==> src/rtl/dht11_pkg.sv <==
// -----------------------------------------------------------------------------
// dht11_pkg
// Shared definitions for the DHT11 sensor slice: the poll scheduler state
// encoding, the microsecond-to-millisecond ratio and the default timing
// constants that both dht11_poll_scheduler and dht11_controller start from.
// No ports.
// -----------------------------------------------------------------------------
package dht11_pkg;

    localparam int US_PER_MS = 1000;

    // Default scheduler timing, all in milliseconds unless noted.
    localparam int DEF_POLL_MS     = 2000;
    localparam int DEF_WAIT_MS     = 50;
    localparam int DEF_MIN_GAP_MS  = 1000;
    localparam int DEF_STALE_POLLS = 3;

    typedef enum logic [1:0] {
        ST_IDLE  = 2'd0,
        ST_START = 2'd1,
        ST_WAIT  = 2'd2
    } schedState_t;

    function automatic logic [7:0] satInc8(input logic [7:0] v);
        return (v == 8'hFF) ? v : v + 8'd1;
    endfunction

endpackage

==> src/rtl/dht11_poll_scheduler_if.sv <==
// -----------------------------------------------------------------------------
// dht11_poll_scheduler_if
// Bundles every non-clock signal of dht11_poll_scheduler.
//   master : scheduler side (drives o*, receives i*)
//   slave  : environment side (controller model, tick source, consumers)
// Signals:
//   iTickUs    1  1us pulse          iEnable  1  auto polling enable
//   iForce     1  forced read req    oStart   1  start pulse to controller
//   iHumInt    8  controller hum     iTempInt 8  controller temp
//   iDataValid 1  controller valid   oHum/oTemp 8 last good reading
//   oFresh     1  update pulse       oBusy    1  transaction in flight
//   oStale     1  data stale         oErrCnt  8  saturating failure count
// Build option DHT_MINMAX_EN adds iClrMinMax and oHumMin/oHumMax/oTempMin/
// oTempMax.
// -----------------------------------------------------------------------------
interface dht11_poll_scheduler_if;
    logic       iTickUs;
    logic       iEnable;
    logic       iForce;
    logic       oStart;
    logic [7:0] iHumInt;
    logic [7:0] iTempInt;
    logic       iDataValid;
    logic [7:0] oHum;
    logic [7:0] oTemp;
    logic       oFresh;
    logic       oBusy;
    logic       oStale;
    logic [7:0] oErrCnt;
`ifdef DHT_MINMAX_EN
    logic       iClrMinMax;
    logic [7:0] oHumMin;
    logic [7:0] oHumMax;
    logic [7:0] oTempMin;
    logic [7:0] oTempMax;
`endif

    modport master (
        input  iTickUs, iEnable, iForce, iHumInt, iTempInt, iDataValid,
        output oStart, oHum, oTemp, oFresh, oBusy, oStale, oErrCnt
`ifdef DHT_MINMAX_EN
        , input  iClrMinMax
        , output oHumMin, oHumMax, oTempMin, oTempMax
`endif
    );

    modport slave (
        output iTickUs, iEnable, iForce, iHumInt, iTempInt, iDataValid,
        input  oStart, oHum, oTemp, oFresh, oBusy, oStale, oErrCnt
`ifdef DHT_MINMAX_EN
        , output iClrMinMax
        , input  oHumMin, oHumMax, oTempMin, oTempMax
`endif
    );

endinterface

==> src/rtl/dht11_ms_tick.sv <==
// -----------------------------------------------------------------------------
// dht11_ms_tick
// Divides the 1us tick by US_PER_MS into a registered one-cycle ms pulse.
// Ports:
//   iClk      in  system clock
//   iRst      in  asynchronous active-high reset
//   iTickUs   in  one-cycle pulse every 1us
//   oMsPulse  out one-cycle pulse every US_PER_MS ticks
// -----------------------------------------------------------------------------
module dht11_ms_tick
    import dht11_pkg::*;
(
    input  logic iClk,
    input  logic iRst,
    input  logic iTickUs,
    output logic oMsPulse
);

    localparam int CW = $clog2(US_PER_MS);
    localparam logic [CW-1:0] LAST = CW'(US_PER_MS - 1);

    logic [CW-1:0] usCnt;

    always_ff @(posedge iClk or posedge iRst) begin
        if (iRst) begin
            usCnt    <= '0;
            oMsPulse <= 1'b0;
        end else begin
            oMsPulse <= 1'b0;
            if (iTickUs) begin
                if (usCnt == LAST) begin
                    usCnt    <= '0;
                    oMsPulse <= 1'b1;
                end else begin
                    usCnt <= usCnt + CW'(1);
                end
            end
        end
    end

endmodule

==> src/rtl/dht11_poll_scheduler.sv <==
// -----------------------------------------------------------------------------
// dht11_poll_scheduler
// Issues periodic or forced one-cycle start pulses to dht11_controller, waits
// for its result with a timeout, keeps the last good humidity/temperature,
// counts failed reads and flags stale data.
// Ports:
//   iClk  in  system clock
//   iRst  in  asynchronous active-high reset
//   bus   dht11_poll_scheduler_if.master (see interface header)
// Build option DHT_MINMAX_EN: running min/max of humidity and temperature,
// reset to min=FF/max=00, cleared to the current reading by iClrMinMax.
//
// state    | meaning
// ST_IDLE  | waiting for min gap plus a pending force or an auto poll due
// ST_START | oStart high this cycle; gap/period/wait counters restart
// ST_WAIT  | waiting for a valid rising edge or the WAIT_MS timeout
// -----------------------------------------------------------------------------
module dht11_poll_scheduler
    import dht11_pkg::*;
#(
    parameter int POLL_MS     = DEF_POLL_MS,
    parameter int WAIT_MS     = DEF_WAIT_MS,
    parameter int MIN_GAP_MS  = DEF_MIN_GAP_MS,
    parameter int STALE_POLLS = DEF_STALE_POLLS
) (
    input  logic                   iClk,
    input  logic                   iRst,
    dht11_poll_scheduler_if.master bus
);

    localparam int GAP_W  = $clog2(MIN_GAP_MS + 1);
    localparam int PER_W  = $clog2(POLL_MS + 1);
    localparam int WAIT_W = $clog2(WAIT_MS + 1);
    localparam int STRK_W = $clog2(STALE_POLLS + 1);

    localparam logic [GAP_W-1:0]  GAP_MAX  = GAP_W'(MIN_GAP_MS);
    localparam logic [PER_W-1:0]  PER_MAX  = PER_W'(POLL_MS);
    localparam logic [WAIT_W-1:0] WAIT_MAX = WAIT_W'(WAIT_MS);
    localparam logic [STRK_W-1:0] STRK_MAX = STRK_W'(STALE_POLLS);

    logic msPulse;

    dht11_ms_tick uMsTick (
        .iClk     (iClk),
        .iRst     (iRst),
        .iTickUs  (bus.iTickUs),
        .oMsPulse (msPulse)
    );

    schedState_t        state;
    logic [GAP_W-1:0]   gapCnt;
    logic [PER_W-1:0]   periodCnt;
    logic [WAIT_W-1:0]  waitCnt;
    logic [STRK_W-1:0]  streak;
    logic [STRK_W-1:0]  streakNext;
    logic               validQ;
    logic               validRise;
    logic               forcePend;
    logic               polledOnce;
    logic               startReq;
    logic               latchGood;

    logic       startR;
    logic       freshR;
    logic       busyR;
    logic       staleR;
    logic [7:0] humR;
    logic [7:0] tempR;
    logic [7:0] errCntR;

    assign validRise  = bus.iDataValid & ~validQ;
    assign latchGood  = (state == ST_WAIT) && validRise;
    assign streakNext = (streak == STRK_MAX) ? streak : streak + STRK_W'(1);

    // Until the first start after reset the period is treated as elapsed, so
    // the first auto poll waits only for the minimum gap.
    assign startReq = (gapCnt == GAP_MAX) &&
                      (forcePend ||
                       (bus.iEnable && (!polledOnce || periodCnt == PER_MAX)));

    always_ff @(posedge iClk or posedge iRst) begin
        if (iRst) begin
            state      <= ST_IDLE;
            gapCnt     <= '0;
            periodCnt  <= '0;
            waitCnt    <= '0;
            streak     <= '0;
            validQ     <= 1'b1;  // a level held through reset is not new data
            forcePend  <= 1'b0;
            polledOnce <= 1'b0;
            startR     <= 1'b0;
            freshR     <= 1'b0;
            busyR      <= 1'b0;
            staleR     <= 1'b1;
            humR       <= 8'h00;
            tempR      <= 8'h00;
            errCntR    <= 8'h00;
        end else begin
            validQ <= bus.iDataValid;
            startR <= 1'b0;
            freshR <= 1'b0;

            if (msPulse) begin
                if (gapCnt != GAP_MAX) gapCnt <= gapCnt + GAP_W'(1);
                if (periodCnt != PER_MAX) periodCnt <= periodCnt + PER_W'(1);
                if (state == ST_WAIT && waitCnt != WAIT_MAX)
                    waitCnt <= waitCnt + WAIT_W'(1);
            end

            if (bus.iForce) forcePend <= 1'b1;

            case (state)
                ST_IDLE: begin
                    if (startReq) begin
                        state      <= ST_START;
                        startR     <= 1'b1;
                        busyR      <= 1'b1;
                        polledOnce <= 1'b1;
                        // A force arriving in this very cycle stays pending.
                        forcePend  <= bus.iForce;
                    end
                end
                ST_START: begin
                    gapCnt    <= '0;
                    periodCnt <= '0;
                    waitCnt   <= '0;
                    state     <= ST_WAIT;
                end
                ST_WAIT: begin
                    // Valid edge has priority over a timeout in the same cycle.
                    if (validRise) begin
                        humR   <= bus.iHumInt;
                        tempR  <= bus.iTempInt;
                        freshR <= 1'b1;
                        streak <= '0;
                        staleR <= 1'b0;
                        busyR  <= 1'b0;
                        state  <= ST_IDLE;
                    end else if (waitCnt == WAIT_MAX) begin
                        errCntR <= satInc8(errCntR);
                        streak  <= streakNext;
                        if (streakNext == STRK_MAX) staleR <= 1'b1;
                        busyR   <= 1'b0;
                        state   <= ST_IDLE;
                    end
                end
                default: begin
                    state <= ST_IDLE;
                    busyR <= 1'b0;
                end
            endcase
        end
    end

    assign bus.oStart  = startR;
    assign bus.oFresh  = freshR;
    assign bus.oBusy   = busyR;
    assign bus.oStale  = staleR;
    assign bus.oHum    = humR;
    assign bus.oTemp   = tempR;
    assign bus.oErrCnt = errCntR;

`ifdef DHT_MINMAX_EN
    logic [7:0] humMin, humMax, tempMin, tempMax;
    logic [7:0] humNow, tempNow;

    // A clear coinciding with a good read reloads from the new reading.
    assign humNow  = latchGood ? bus.iHumInt  : humR;
    assign tempNow = latchGood ? bus.iTempInt : tempR;

    always_ff @(posedge iClk or posedge iRst) begin
        if (iRst) begin
            humMin  <= 8'hFF;
            humMax  <= 8'h00;
            tempMin <= 8'hFF;
            tempMax <= 8'h00;
        end else if (bus.iClrMinMax) begin
            humMin  <= humNow;
            humMax  <= humNow;
            tempMin <= tempNow;
            tempMax <= tempNow;
        end else if (latchGood) begin
            if (bus.iHumInt  < humMin)  humMin  <= bus.iHumInt;
            if (bus.iHumInt  > humMax)  humMax  <= bus.iHumInt;
            if (bus.iTempInt < tempMin) tempMin <= bus.iTempInt;
            if (bus.iTempInt > tempMax) tempMax <= bus.iTempInt;
        end
    end

    assign bus.oHumMin  = humMin;
    assign bus.oHumMax  = humMax;
    assign bus.oTempMin = tempMin;
    assign bus.oTempMax = tempMax;
`endif

endmodule

==> src/flat_wrapper.sv <==
// flat-port wrapper written by rule: the top's interface ports become plain ports
module dht11_poll_scheduler_flat import dht11_pkg::*;
#(
    parameter int POLL_MS     = DEF_POLL_MS,
    parameter int WAIT_MS     = DEF_WAIT_MS,
    parameter int MIN_GAP_MS  = DEF_MIN_GAP_MS,
    parameter int STALE_POLLS = DEF_STALE_POLLS
)
  (iClk, iRst, bus_iTickUs, bus_iEnable, bus_iForce, bus_iHumInt, bus_iTempInt, bus_iDataValid, bus_oStart, bus_oHum, bus_oTemp, bus_oFresh, bus_oBusy, bus_oStale, bus_oErrCnt);
  dht11_poll_scheduler_if bus_i ();
  input  logic iClk;
  input  logic iRst;
  input wire logic [$bits(bus_i.iTickUs)-1:0] bus_iTickUs;
  input wire logic [$bits(bus_i.iEnable)-1:0] bus_iEnable;
  input wire logic [$bits(bus_i.iForce)-1:0] bus_iForce;
  input wire logic [$bits(bus_i.iHumInt)-1:0] bus_iHumInt;
  input wire logic [$bits(bus_i.iTempInt)-1:0] bus_iTempInt;
  input wire logic [$bits(bus_i.iDataValid)-1:0] bus_iDataValid;
  output wire logic [$bits(bus_i.oStart)-1:0] bus_oStart;
  output wire logic [$bits(bus_i.oHum)-1:0] bus_oHum;
  output wire logic [$bits(bus_i.oTemp)-1:0] bus_oTemp;
  output wire logic [$bits(bus_i.oFresh)-1:0] bus_oFresh;
  output wire logic [$bits(bus_i.oBusy)-1:0] bus_oBusy;
  output wire logic [$bits(bus_i.oStale)-1:0] bus_oStale;
  output wire logic [$bits(bus_i.oErrCnt)-1:0] bus_oErrCnt;
  assign bus_i.iTickUs = bus_iTickUs;
  assign bus_i.iEnable = bus_iEnable;
  assign bus_i.iForce = bus_iForce;
  assign bus_i.iHumInt = bus_iHumInt;
  assign bus_i.iTempInt = bus_iTempInt;
  assign bus_i.iDataValid = bus_iDataValid;
  assign bus_oStart = bus_i.oStart;
  assign bus_oHum = bus_i.oHum;
  assign bus_oTemp = bus_i.oTemp;
  assign bus_oFresh = bus_i.oFresh;
  assign bus_oBusy = bus_i.oBusy;
  assign bus_oStale = bus_i.oStale;
  assign bus_oErrCnt = bus_i.oErrCnt;
  dht11_poll_scheduler #(.POLL_MS(POLL_MS), .WAIT_MS(WAIT_MS), .MIN_GAP_MS(MIN_GAP_MS), .STALE_POLLS(STALE_POLLS)) u_core (.iClk(iClk), .iRst(iRst), .bus(bus_i));
endmodule
==> config.mk <==
export PLATFORM = sky130hd
export DESIGN_NAME = dht11_poll_scheduler_flat
export DESIGN_NICKNAME = d
export VERILOG_FILES = /design/src/rtl/dht11_pkg.sv /design/src/rtl/dht11_poll_scheduler_if.sv /design/src/rtl/dht11_ms_tick.sv /design/src/rtl/dht11_poll_scheduler.sv /design/src/flat_wrapper.sv
export SDC_FILE = /design/constraint.sdc
export NUM_CORES = 1
export LEC_CHECK = 0
export BUFFER_PORTS_ARGS = -buffer_cell sky130_fd_sc_hd__buf_4
export CELL_PAD_IN_SITES_DETAIL_PLACEMENT = 0
export CELL_PAD_IN_SITES_GLOBAL_PLACEMENT = 1
export CORE_UTILIZATION = 35
export CTS_CLUSTER_DIAMETER = 100
export CTS_CLUSTER_SIZE = 20
export DETAILED_ROUTE_END_ITERATION = 7
export GPL_ROUTABILITY_DRIVEN = 0
export PLACE_DENSITY = 0.63
export SLEW_MARGIN = 40
export SYNTH_ARGS = -nofsm -noshare
export SYNTH_HDL_FRONTEND = slang
export SYNTH_HIERARCHICAL = 1
export SYNTH_SLANG_ARGS = --single-unit
export TNS_END_PERCENT = 50
==> constraint.sdc <==
create_clock -name iClk -period 2.2 [get_ports iClk]
set_clock_uncertainty 0.15 [all_clocks]
set_input_delay 0.11 -clock iClk [delete_from_list [all_inputs] [get_ports iClk]]
set_output_delay 0.11 -clock iClk [all_outputs]
set_load 0.1 [all_outputs]
Yosys cells after proc, flatten, opt, wreduce, memory -nomap -nowiden. Index checks and enable logic that the tools add are counted.

Register bits after elaboration: 73. Bits of input ports: 22.

Add/subtract/negate cells: 6. Equal/unequal tests: 14. Mux-type cells: 33. Bitwise gates (word level): 5. Reduce and logical (&&, ||, !) cells: 23.

Operators with widths (count): $mux W10 (4); $mux W11 (3); $add A10 B1 Y10 const B (2); $eq A10 B10 Y1 const B (2); $mux W6 (3); $mux W1 (15); $reduce_and A2 Y1 (7); $mux W2 (6); $reduce_bool A2 Y1 (6); $add A11 B1 Y11 const B (1); $eq A11 B11 Y1 const B (1); $ne A11 B11 Y1 const B (1); $ne A10 B10 Y1 const B (1); $add A8 B1 Y8 const B (1); $eq A8 B8 Y1 const B (1); $add A6 B1 Y6 const B (1); $eq A2 B2 Y1 const B (3); $eq A6 B6 Y1 const B (1); $ne A6 B6 Y1 const B (1); $pmux W2 S3 (1); $reduce_and A3 Y1 (2); $not A1 Y1 (4); $reduce_and A4 Y1 (1); $logic_and A1 B1 Y1 (3); 9 further kinds (10).

Logic depth before layout (Yosys ltp). Gate-level depths: netlist of run 1.

Depth after elaboration: 7. Mapped depth: 6.

Cells and area by module. The synthesis of run 1 kept the hierarchy.

Modules (own cells, without submodules): dht11_poll_scheduler (times used 1, cells each 263, area an instance 2922.8 um^2, seq. area each 1554.0 um^2); dht11_ms_tick (times used 1, cells each 54, area an instance 571.8 um^2, seq. area each 275.3 um^2).

Worst setup path before layout of run 1. OpenSTA, ideal clock, no wires.

Path kind: reg2reg. Start: reg u_core.errCntR[3], in the netlist u_core/bus.oErrCnt[3]. End: reg u_core.errCntR[1], in the netlist u_core/bus.oErrCnt[1]. Library setup time: 0.126 ns. Arrival: 2.014 ns. Setup slack: -0.089 ns. Cell stages (with the launch flop): 5. Path buffers: 0. Period minus slack after synthesis: 2.289 ns. Cell sequence: dfrtp_1 > and3_1 > nand3_1 > o21ai_2 > mux2_4.

Longest elaborated chain between the ends: 3.

Ends and longest elaborated chain: from (decl) (RTL line dht11_poll_scheduler.sv:69) `logic [7:0] errCntR;`; from (signal assigned) (RTL line dht11_poll_scheduler.sv:140) `errCntR <= satInc8(errCntR);`; $eq A8 B8 Y1 (RTL line dht11_pkg.sv:25) `return (v == 8'hFF) ? v : v + 8'd1;`; $not A1 Y1 (no source line); $reduce_and A4 Y1 (no source line).

No other way between the ends. A chain may end at the register's enable or synchronous reset.

Worst setup path in the final report of run 1.
Start: reg u_core.waitCnt[0]. End: reg u_core.errCntR[1], in the netlist u_core/bus.oErrCnt[1].

Longest elaborated chain between the ends: 2.

Ends and longest elaborated chain: from (decl) (RTL line dht11_poll_scheduler.sv:53) `logic [WAIT_W-1:0] waitCnt;`; from (signal assigned) (RTL line dht11_poll_scheduler.sv:107) `waitCnt <= waitCnt + WAIT_W'(1);`; $eq A6 B6 Y1 (RTL line dht11_poll_scheduler.sv:139) `end else if (waitCnt == WAIT_MAX) begin`; $reduce_and A4 Y1 (no source line).

No other way between the ends.

==> results of run 1 <==
worst max-delay path, delay by kind of cell, from the launching register on:
kind,cells,cell delay (ps)
muxes,1,310
adders and majority gates,1,190
buffers and inverters,1,90
DFF,1,450
AOI/OAI and AO/OA,1,130
and+or+nand+nor,2,590
cells by family after synthesis:
| group | after synthesis |
|---|---|
| AO/OA/AOI/OAI | 46 |
| multiplexers | 20 |
| XOR/XNOR | 24 |
| flip-flops | 73 |
| adder cells (fa/ha/maj) | 8 |
| buffers and inverters | 21 |
| AND/OR/NAND/NOR | 125 |
report_power, final:
part	total [mW]	leakage [nW]	switching [mW]	internal, mW
logic	0.853	0.906	0.605	0.248
clock network	1.15	0.109	0.508	0.638
registers	1.59	0.953	0.126	1.47
per-stage QoR:
| step | cells | power, mW |
|---|---|---|
| after floorplan | 317 | 2.25 |
| after global placement | 495 | 2.44 |
| after detailed placement | 495 | 2.45 |
| after CTS | 532 | 3.66 |
| after global routing | 532 | 3.77 |
| final | 532 | 3.59 |
timing repair:
item / in CTS / in global routing
endpoints found under the hold margin: 99 / 0
resized for setup: 0 / 0
hold buffers: 21 / 0
flip-flops by register name (all words and copies together) (netlist names):
name                     flops
u_core/bus.oErrCnt           8
u_core/gapCnt               10
u_core/uMsTick/oMsPulse      1
u_core/polledOnce            1
u_core/validQ                1
u_core/forcePend             1
u_core/periodCnt            11
u_core/state                 2
u_core/bus.oStale            1
u_core/bus.oStart            1
u_core/waitCnt               6
u_core/bus.oTemp             8
u_core/bus.oHum              8
u_core/bus.oBusy             1
u_core/uMsTick/usCnt        10
u_core/streak                2
u_core/bus.oFresh            1
layout make-up:
class,instances,area [µm²]
fill,966,5280
inverter,12,45.0
sequential,73,1830
clock buffer,9,124
multi-input combinational,223,1560
clock inverter,7,95.1
timing repair buffer,75,628
tap,133,166
synthesized netlist by cell type, types with 4 or more instances:
cell      count  area share [%]
a21oi_1      11             1.6
and3_1        7             1.3
buf_2         4            0.57
dfrtp_1      71              51
ha_1          8             2.9
inv_1        11             1.2
mux2_2       17             5.5
nand2_1      22             2.4
nand2b_1      4            0.72
nand3_1      19             2.7
nand4_1      14             2.5
nor2_1       25             2.7
nor3_1       10             1.4
o21ai_0      11             1.6
o31ai_1       6             1.3
or3_1         4            0.72
xnor2_1      15             3.8
xor2_1        9             2.3
worst min-delay path by stage:
stage          start                 endpoint  slack (ps)  cells past startpoint
3_5_place_dp    iRst  u_core/uMsTick/usCnt[2]          10                      2
5_1_grt         iRst  u_core/uMsTick/usCnt[2]         220                      3
4_1_cts         iRst  u_core/uMsTick/usCnt[2]         180                      3
6_report        iRst  u_core/uMsTick/usCnt[3]         190                      3
2_1_floorplan   iRst  u_core/uMsTick/oMsPulse        -190                      1
3_3_place_gp    iRst  u_core/uMsTick/usCnt[1]          10                      2
layer usage:
metal	GRT usage (%)	up-vias	part of all wire [%]
met3	3.56	9	3.7
li1	-	1294	-
met5	0	-	0
met1	20.3	1235	50
met2	22.0	48	45
met4	5.49	0	1.4
==> results.ini, run 1 <==
[synthesis]
synth_xor_area_share_pct=6.02
yosysWarningCount=6
ys_seq_elements=73
synth.distinct_cells=55
synth_compound_area_share_pct=8.77
synth_edf_count=0
ys.flop_type=dfrtp_1
synth-async-reset-ratio_pct=100
netlist_instances=317
yosys.area_share.simple_pct=20.4
synthMuxAreaShare_pct=6.48
synth_fa_ha_area_share_pct=2.86
syn_avg_cell_area_um2=11.0
syn_area_um2=3490
ys_seq_area_share_pct=52.3
synth_top_family_by_area=simple AND/OR/NAND/NOR gates
syn_nets=347

[detailed_routing]
drt_wl_total_um=6870
drc=0
vias_per_cell=4.86
avgRoutedWirePerCell_um=12.9
firstDrtPassIters=4
ant_nets=0
vias=2586
initialDrtViolationCount=89

[finish]
fin_area_um2=4450
final_cell_mix=dfrtp_1, buf_4, nor2_1, nand2_1, dlygate4sd3_1
final_common_cell=dfrtp_1
n_antenna_cell=0
syn2layout_area_growth_pct=27.3
nNetsFinal=424
drive_gt1_share_pct=27.3
postLayoutCoreUtil_pct=45.7

[setup_path]
critical_path.startpoint=u_core/waitCnt[0]
rr_worst_depth=6
reg2reg_to=u_core/bus.oErrCnt[1]
rrSetupSlack_ps=170
path_class=reg -> reg
slowest_stage=dfrtp_1
worstPathMaxFanout=7
cp-end-kind=flip-flop
critPathArrivalTime_ps=2100
r2r_start=u_core/waitCnt[0]
cpPeakStageDelay_ps=450
required_ps=2270
endpoint=u_core/bus.oErrCnt[1]
critPathLaunchType=flip-flop
cp_cell_sequence=inv_1 -> ha_1 -> nand4b_4 -> nor4_4 -> o21ai_2 -> mux2_4

[global_route]
grt_usage_pct=14.6
antenna_found_initial=0
grt_overflow=0
grt_max_degree=63
grt_pass1_vias=2539
grt_pass1_wl_um=11900

[clocking]
clk_pin_slew_ps=80
cts_root_buf=clkbuf_8
htree_levels=3
cts_tree=done
numClockSinks=73
numCtsBuffers=9
clk_path_buf_depth=2
clk_latency_ps=340
post_cts_buffers=0

[place]
dpl_worst_slack_ps=181
hpwl_um=4620
dpl-instance-area_um2=4020
port_buffers=49

[timing]
rsz0062_at_grt=no
maxSlewHeadroom_pct=63.6
tns_ps=0
worstMarginPinSlew_ps=543
fin_crit_ps=2030
hold_ws_ps=186
finalCritPeriodShare_pct=92.2
setup_ws_ps=172
setup_violations=0
fmax_mhz=493
hold_viol_final=0
slew_violations=0

[min_path]
worstHoldPathType=in -> async

[status]
status=completed

[pwr]
ir_worst_vdd_uv=447
power_density_nw_per_um2=807
cellLeakagePower_nw=1.97

[die]
initial_core_util_pct=35.9
die-area_um2=10400
coreArea_um2=9730
die_height_um=102
dieWidth_um=102
fp-row-count=36
ioPinCount=50

[run]
drv_cap=0

(Power assumes the default switching activity.)
==> run 2, diff against run 1 <==
--- a/config.mk
+++ b/config.mk
@@ -8,12 +8,13 @@
 export BUFFER_PORTS_ARGS = -buffer_cell sky130_fd_sc_hd__buf_4
 export CELL_PAD_IN_SITES_DETAIL_PLACEMENT = 0
 export CELL_PAD_IN_SITES_GLOBAL_PLACEMENT = 1
+export CORE_MARGIN = 5
 export CORE_UTILIZATION = 35
 export CTS_CLUSTER_DIAMETER = 100
 export CTS_CLUSTER_SIZE = 20
 export DETAILED_ROUTE_END_ITERATION = 7
 export GPL_ROUTABILITY_DRIVEN = 0
-export PLACE_DENSITY = 0.63
+export PLACE_DENSITY = 0.69
 export SLEW_MARGIN = 40
 export SYNTH_ARGS = -nofsm -noshare
 export SYNTH_HDL_FRONTEND = slang
==> results.ini, run 2 (synthesis results as in run 1) <==
[status]
status=completed

[setup_path]
path_class=reg -> reg
r2r_start=u_core/waitCnt[0]
worstPathMaxFanout=7  ; unchanged
critPathLaunchType=flip-flop
required_ps=2290  ; +20 ps
cp-end-kind=flip-flop
endpoint=u_core/bus.oErrCnt[1]
rr_worst_depth=6  ; unchanged
critical_path.startpoint=u_core/waitCnt[0]
rrSetupSlack_ps=200  ; +30 ps
reg2reg_to=u_core/bus.oErrCnt[1]
critPathArrivalTime_ps=2090  ; about the same

[die]
dieWidth_um=110  ; +7.8%
fp-row-count=36  ; unchanged
die-area_um2=12100  ; +16%
ioPinCount=50  ; unchanged
coreArea_um2=9770  ; +0.46%
initial_core_util_pct=35.8  ; -0.17 points
die_height_um=110  ; +7.8%

[clocking]
post_cts_buffers=0  ; unchanged
cts_tree=done
cts_root_buf=clkbuf_8
numClockSinks=73  ; unchanged
htree_levels=3  ; unchanged
clk_latency_ps=350  ; about the same
numCtsBuffers=9  ; unchanged
clk_path_buf_depth=2  ; unchanged
clk_pin_slew_ps=80  ; about the same

[timing]
rsz0062_at_grt=no
fmax_mhz=500  ; +1.5%
maxSlewHeadroom_pct=65.7  ; +2.1 points
tns_ps=0  ; unchanged
setup_violations=0  ; unchanged
hold_viol_final=0  ; unchanged
finalCritPeriodShare_pct=90.8  ; -1.4 points
fin_crit_ps=2000  ; -30.2 ps
slew_violations=0  ; unchanged
worstMarginPinSlew_ps=513  ; -30.2 ps

[detailed_routing]
firstDrtPassIters=4  ; unchanged
drt_wl_total_um=7100  ; +3.3%
ant_nets=0  ; unchanged
vias_per_cell=4.88  ; +0.43%
vias=2597  ; +0.43%
initialDrtViolationCount=120  ; +35%
avgRoutedWirePerCell_um=13.3  ; +3.3%
drc=0  ; unchanged

[pwr]
cellLeakagePower_nw=1.97  ; +0.19%
power_density_nw_per_um2=815  ; +0.96%
ir_worst_vdd_uv=566  ; +26%

[place]
port_buffers=49  ; unchanged
dp.cells=495  ; unchanged
hpwl_um=4870  ; +5.4%

[finish]
final_cell_mix=dfrtp_1, buf_4, nor2_1, nand2_1, dlygate4sd3_1
largest_registers=u_core/periodCnt: 11 flops, u_core/gapCnt: 10 flops, u_core/uMsTick/usCnt: 10 flops
max_flop_register=u_core/periodCnt
syn2layout_area_growth_pct=27.6
final_common_cell=dfrtp_1
drive_gt1_share_pct=27.3  ; unchanged
fin_cells=532  ; unchanged
largest_register_ffs=11  ; unchanged
nNetsFinal=424  ; unchanged
fillers=918  ; -5.0%
n_antenna_cell=0  ; unchanged

[global_route]
grt_usage_pct=13.1  ; -1.4 points
grt_pass1_wl_um=12500  ; +5.5%
antenna_found_initial=0  ; unchanged
grt_pass1_vias=2632  ; +3.7%
grt_overflow=0  ; unchanged
grt_max_degree=42  ; -33%

[run]
drv_cap=0  ; unchanged

[min_path]
worstHoldPathType=in -> async

## run 2: changes by cell type in the layout (fill, tap and decap cells not counted)
cell / delta
clkinv_2: -1
inv_6: +1
clkinv_4: -1
clkbuf_8: +1
## run 2: worst min-delay path by stage
stage / start / endpoint / slack, ps / depth (start not counted)
after detailed placement: iRst / u_core/uMsTick/usCnt[1] / 10 / 2
after CTS: iRst / u_core/uMsTick/usCnt[6] / 160 / 3
final: iRst / u_core/uMsTick/usCnt[6] / 170 / 3
after global routing: iRst / u_core/uMsTick/usCnt[6] / 210 / 3
after global placement: iRst / u_core/uMsTick/usCnt[1] / 10 / 2
after floorplan: iRst / u_core/uMsTick/oMsPulse / -190 / 1
## run 2: repair_timing
action                    in CTS  in global routing
resized for setup              0                  0
hold buffers                  21                  0
hold endpoints to repair      58                  0
## run 2: routing by layer
metal | global-route usage, % | share of wire, %
met4 | 5.25 | 1.5
met3 | 4.17 | 4.3
met5 | 0 | 0
met1 | 17.4 | 47
met2 | 20.0 | 47
## run 2: critical path, cell delays in order, from the launching register on
cell and delay (ps):
dfrtp_1 440, inv_1 80, ha_1 190, nand4b_4 160, nor4_4 420, o21ai_2 130
mux2_4 310
## run 2: final cells by class
class                           count  area (µm²)  area share, %
Multi-Input combinational cell    223        1560           34.9
Tap cell                          133         166           3.73
Sequential cell                    73        1830           41.1
Clock buffer                       10         138           3.09
Timing Repair Buffer               75         628           14.1
Inverter                           12        45.0           1.01
Clock inverter                      6        90.1           2.02
## run 2: power by group
group	internal (mW)	total (mW)	switching (mW)
logic	0.248	0.856	0.609
clock network	0.673	1.18	0.511
registers	1.47	1.59	0.127
total	2.39	3.63	1.25
## run 2: per-stage QoR
step / utilization, % / power, mW / area, µm² / hold slack (ps) / setup slack, ps
after floorplan: - / 2.25 / 3500 / -188 / 59.5
after global placement: 41.1 / 2.44 / 4020 / 12.2 / 259
after detailed placement: 41.1 / 2.45 / 4020 / 10.7 / 216
after CTS: 45.6 / 3.70 / 4460 / 157 / 204
after global routing: 45.6 / 3.82 / 4460 / 212 / 124
final: 45.6 / 3.63 / 4460 / 174 / 202
==> run 3, diff against run 2 <==
--- a/config.mk
+++ b/config.mk
@@ -5,7 +5,7 @@
 export SDC_FILE = /design/constraint.sdc
 export NUM_CORES = 1
 export LEC_CHECK = 0
-export BUFFER_PORTS_ARGS = -buffer_cell sky130_fd_sc_hd__buf_4
+export BUFFER_PORTS_ARGS = -buffer_cell sky130_fd_sc_hd__buf_2
 export CELL_PAD_IN_SITES_DETAIL_PLACEMENT = 0
 export CELL_PAD_IN_SITES_GLOBAL_PLACEMENT = 1
 export CORE_MARGIN = 5
==> results.ini, run 3 (synthesis results as in run 1) <==
[status]
status=completed

[finish]
syn2layout_area_growth_pct=23.1
max_flop_register=u_core/periodCnt
drive_gt1_share_pct=27.1  ; -0.25 points
nNetsFinal=424  ; unchanged
largest_registers=u_core/periodCnt: 11 flops, u_core/gapCnt: 10 flops, u_core/uMsTick/usCnt: 10 flops
n_antenna_cell=0  ; unchanged
final_common_cell=dfrtp_1
largest_register_ffs=11  ; unchanged
fin_cells=532  ; unchanged
final_cell_mix=dfrtp_1, buf_2, nor2_1, nand2_1, dlygate4sd3_1
fillers=958  ; +4.4%

[timing]
setup_ws_ps=227  ; +25.0 ps
maxSlewHeadroom_pct=64.2  ; -1.5 points
setup_violations=0  ; unchanged
slew_violations=0  ; unchanged
hold_viol_final=0  ; unchanged
fin_crit_ps=1970  ; -25.0 ps
finalCritPeriodShare_pct=89.7  ; -1.1 points
fmax_mhz=507  ; +1.3%
rsz0062_at_grt=no
worstMarginPinSlew_ps=535  ; +21.5 ps
tns_ps=0  ; unchanged

[clocking]
clk_latency_ps=350  ; about the same
htree_levels=3  ; unchanged
clk_path_buf_depth=2  ; unchanged
cts_root_buf=clkbuf_8
numClockSinks=73  ; unchanged
clk_pin_slew_ps=80  ; about the same
numCtsBuffers=9  ; unchanged
cts_tree=done

[pwr]
power_density_nw_per_um2=797  ; -2.2%
clock_power_share_pct=30.0  ; -2.6 points
ir_worst_vdd_uv=599  ; +5.9%
cellLeakagePower_nw=1.93  ; -2.2%
switching_power_mw=1.23  ; -1.3%
p_sw_share_pct=35.9  ; +1.6 points
power_frac_seq_pct=46.5  ; +2.6 points
p_int_mw=2.20  ; -8.0%
power_frac_comb_pct=23.5  ; about the same

[die]
coreArea_um2=9770  ; unchanged
dieWidth_um=110  ; unchanged
fp-row-count=36  ; unchanged
initial_core_util_pct=35.8  ; unchanged
die-area_um2=12100  ; unchanged
die_height_um=110  ; unchanged
ioPinCount=50  ; unchanged

[detailed_routing]
ant_nets=0  ; unchanged
initialDrtViolationCount=86  ; -28%
firstDrtPassIters=4  ; unchanged
drc=0  ; unchanged
highest_layer=met4
wl_met3_um=266  ; -12%
vias=2564  ; -1.3%
avgRoutedWirePerCell_um=12.8  ; -3.9%
drt-met1-wl_um=3140  ; -6.4%
wl_met2_um=3330  ; -0.24%
vias_per_cell=4.82  ; -1.3%
drt_wl_total_um=6820  ; -3.9%

[place]
dp.cells=495  ; unchanged
hpwl_um=4780  ; -1.9%
port_buffers=49  ; unchanged
dpl_worst_slack_ps=221  ; +5.24 ps

[global_route]
grt_pass1_wl_um=11900  ; -4.9%
grt_pass1_vias=2596  ; -1.4%
grt_usage_pct=12.5  ; -0.63 points
grt_max_degree=42  ; unchanged
grt_overflow=0  ; unchanged
antenna_found_initial=0  ; unchanged

[min_path]
worstHoldPathType=in -> async

[setup_path]
r2r_start=u_core/waitCnt[0]
critPathLaunchType=flip-flop
reg2reg_to=u_core/bus.oErrCnt[1]
cp-end-kind=flip-flop
critPathArrivalTime_ps=2060  ; -30 ps
rrSetupSlack_ps=230  ; +20 ps
worstPathMaxFanout=7  ; unchanged
path_class=reg -> reg
rr_worst_depth=6  ; unchanged
required_ps=2290  ; about the same

[run]
drv_cap=0  ; unchanged

==> run 3: layout make-up <==
class	count	area, µm²	area share [%]
clock buffers	10	128	2.97
clock inverters	6	65.1	1.51
flip-flops and latches	73	1830	42.6
well taps	133	166	3.87
repair buffers	75	505	11.8
inverters	12	45.0	1.05
multi-input cells	223	1560	36.2
==> run 3: per-stage QoR <==
step / hold WS [ps] / utilization (%) / area, µm² / power (mW)
2_1_floorplan: -188 / - / 3500 / 2.25
3_3_place_gp: 0.0132 / 39.9 / 3900 / 2.39
3_5_place_dp: -1.10 / 39.9 / 3900 / 2.40
4_1_cts: 158 / 44.0 / 4300 / 3.48
5_1_grt: 195 / 44.0 / 4300 / 3.60
6_report: 163 / 44.0 / 4300 / 3.43
==> run 3: worst max path at each step <==
stage / end / slack [ps] / startpoint / depth (start not counted)
2_1_floorplan: u_core/bus.oErrCnt[1] / 60 / u_core/bus.oErrCnt[0] / 4
3_3_place_gp: u_core/bus.oErrCnt[1] / 260 / u_core/waitCnt[0] / 6
3_5_place_dp: u_core/bus.oErrCnt[1] / 220 / u_core/waitCnt[0] / 6
4_1_cts: u_core/bus.oErrCnt[1] / 210 / u_core/waitCnt[0] / 6
5_1_grt: u_core/waitCnt[5] / 80 / u_core/waitCnt[0] / 6
6_report: u_core/bus.oErrCnt[1] / 230 / u_core/waitCnt[0] / 6
==> run 3: power by group through the flow <==
stage	Combinational, mW	Sequential [mW]	Clock, mW
2_1_floorplan	0.232	2.02	0
3_3_place_gp	0.776	1.61	0
3_5_place_dp	0.784	1.62	0
4_1_cts	0.814	1.59	1.07
5_1_grt	0.857	1.62	1.12
6_report	0.806	1.59	1.03
==> run 3: timing repair <==
item	CTS	global route
hold buffers	21	0
setup buffers	0	0
gates resized for setup	0	0
hold endpoints to repair	58	0
==> run 3: metal layers <==
| metal | vias up | GRT usage [%] |
|---|---|---|
| li1 | 1296 | - |
| met5 | - | 0 |
| met1 | 1217 | 15.4 |
| met3 | 9 | 4.23 |
| met4 | 0 | 4.72 |
| met2 | 42 | 20.2 |
==> run 3: worst max-delay path, stage by stage, from the launching register on <==
cell      delay [ps]
dfrtp_1          440
inv_1             80
ha_1             190
nand4b_4         160
nor4_4           410
o21ai_2          130
mux2_4           310
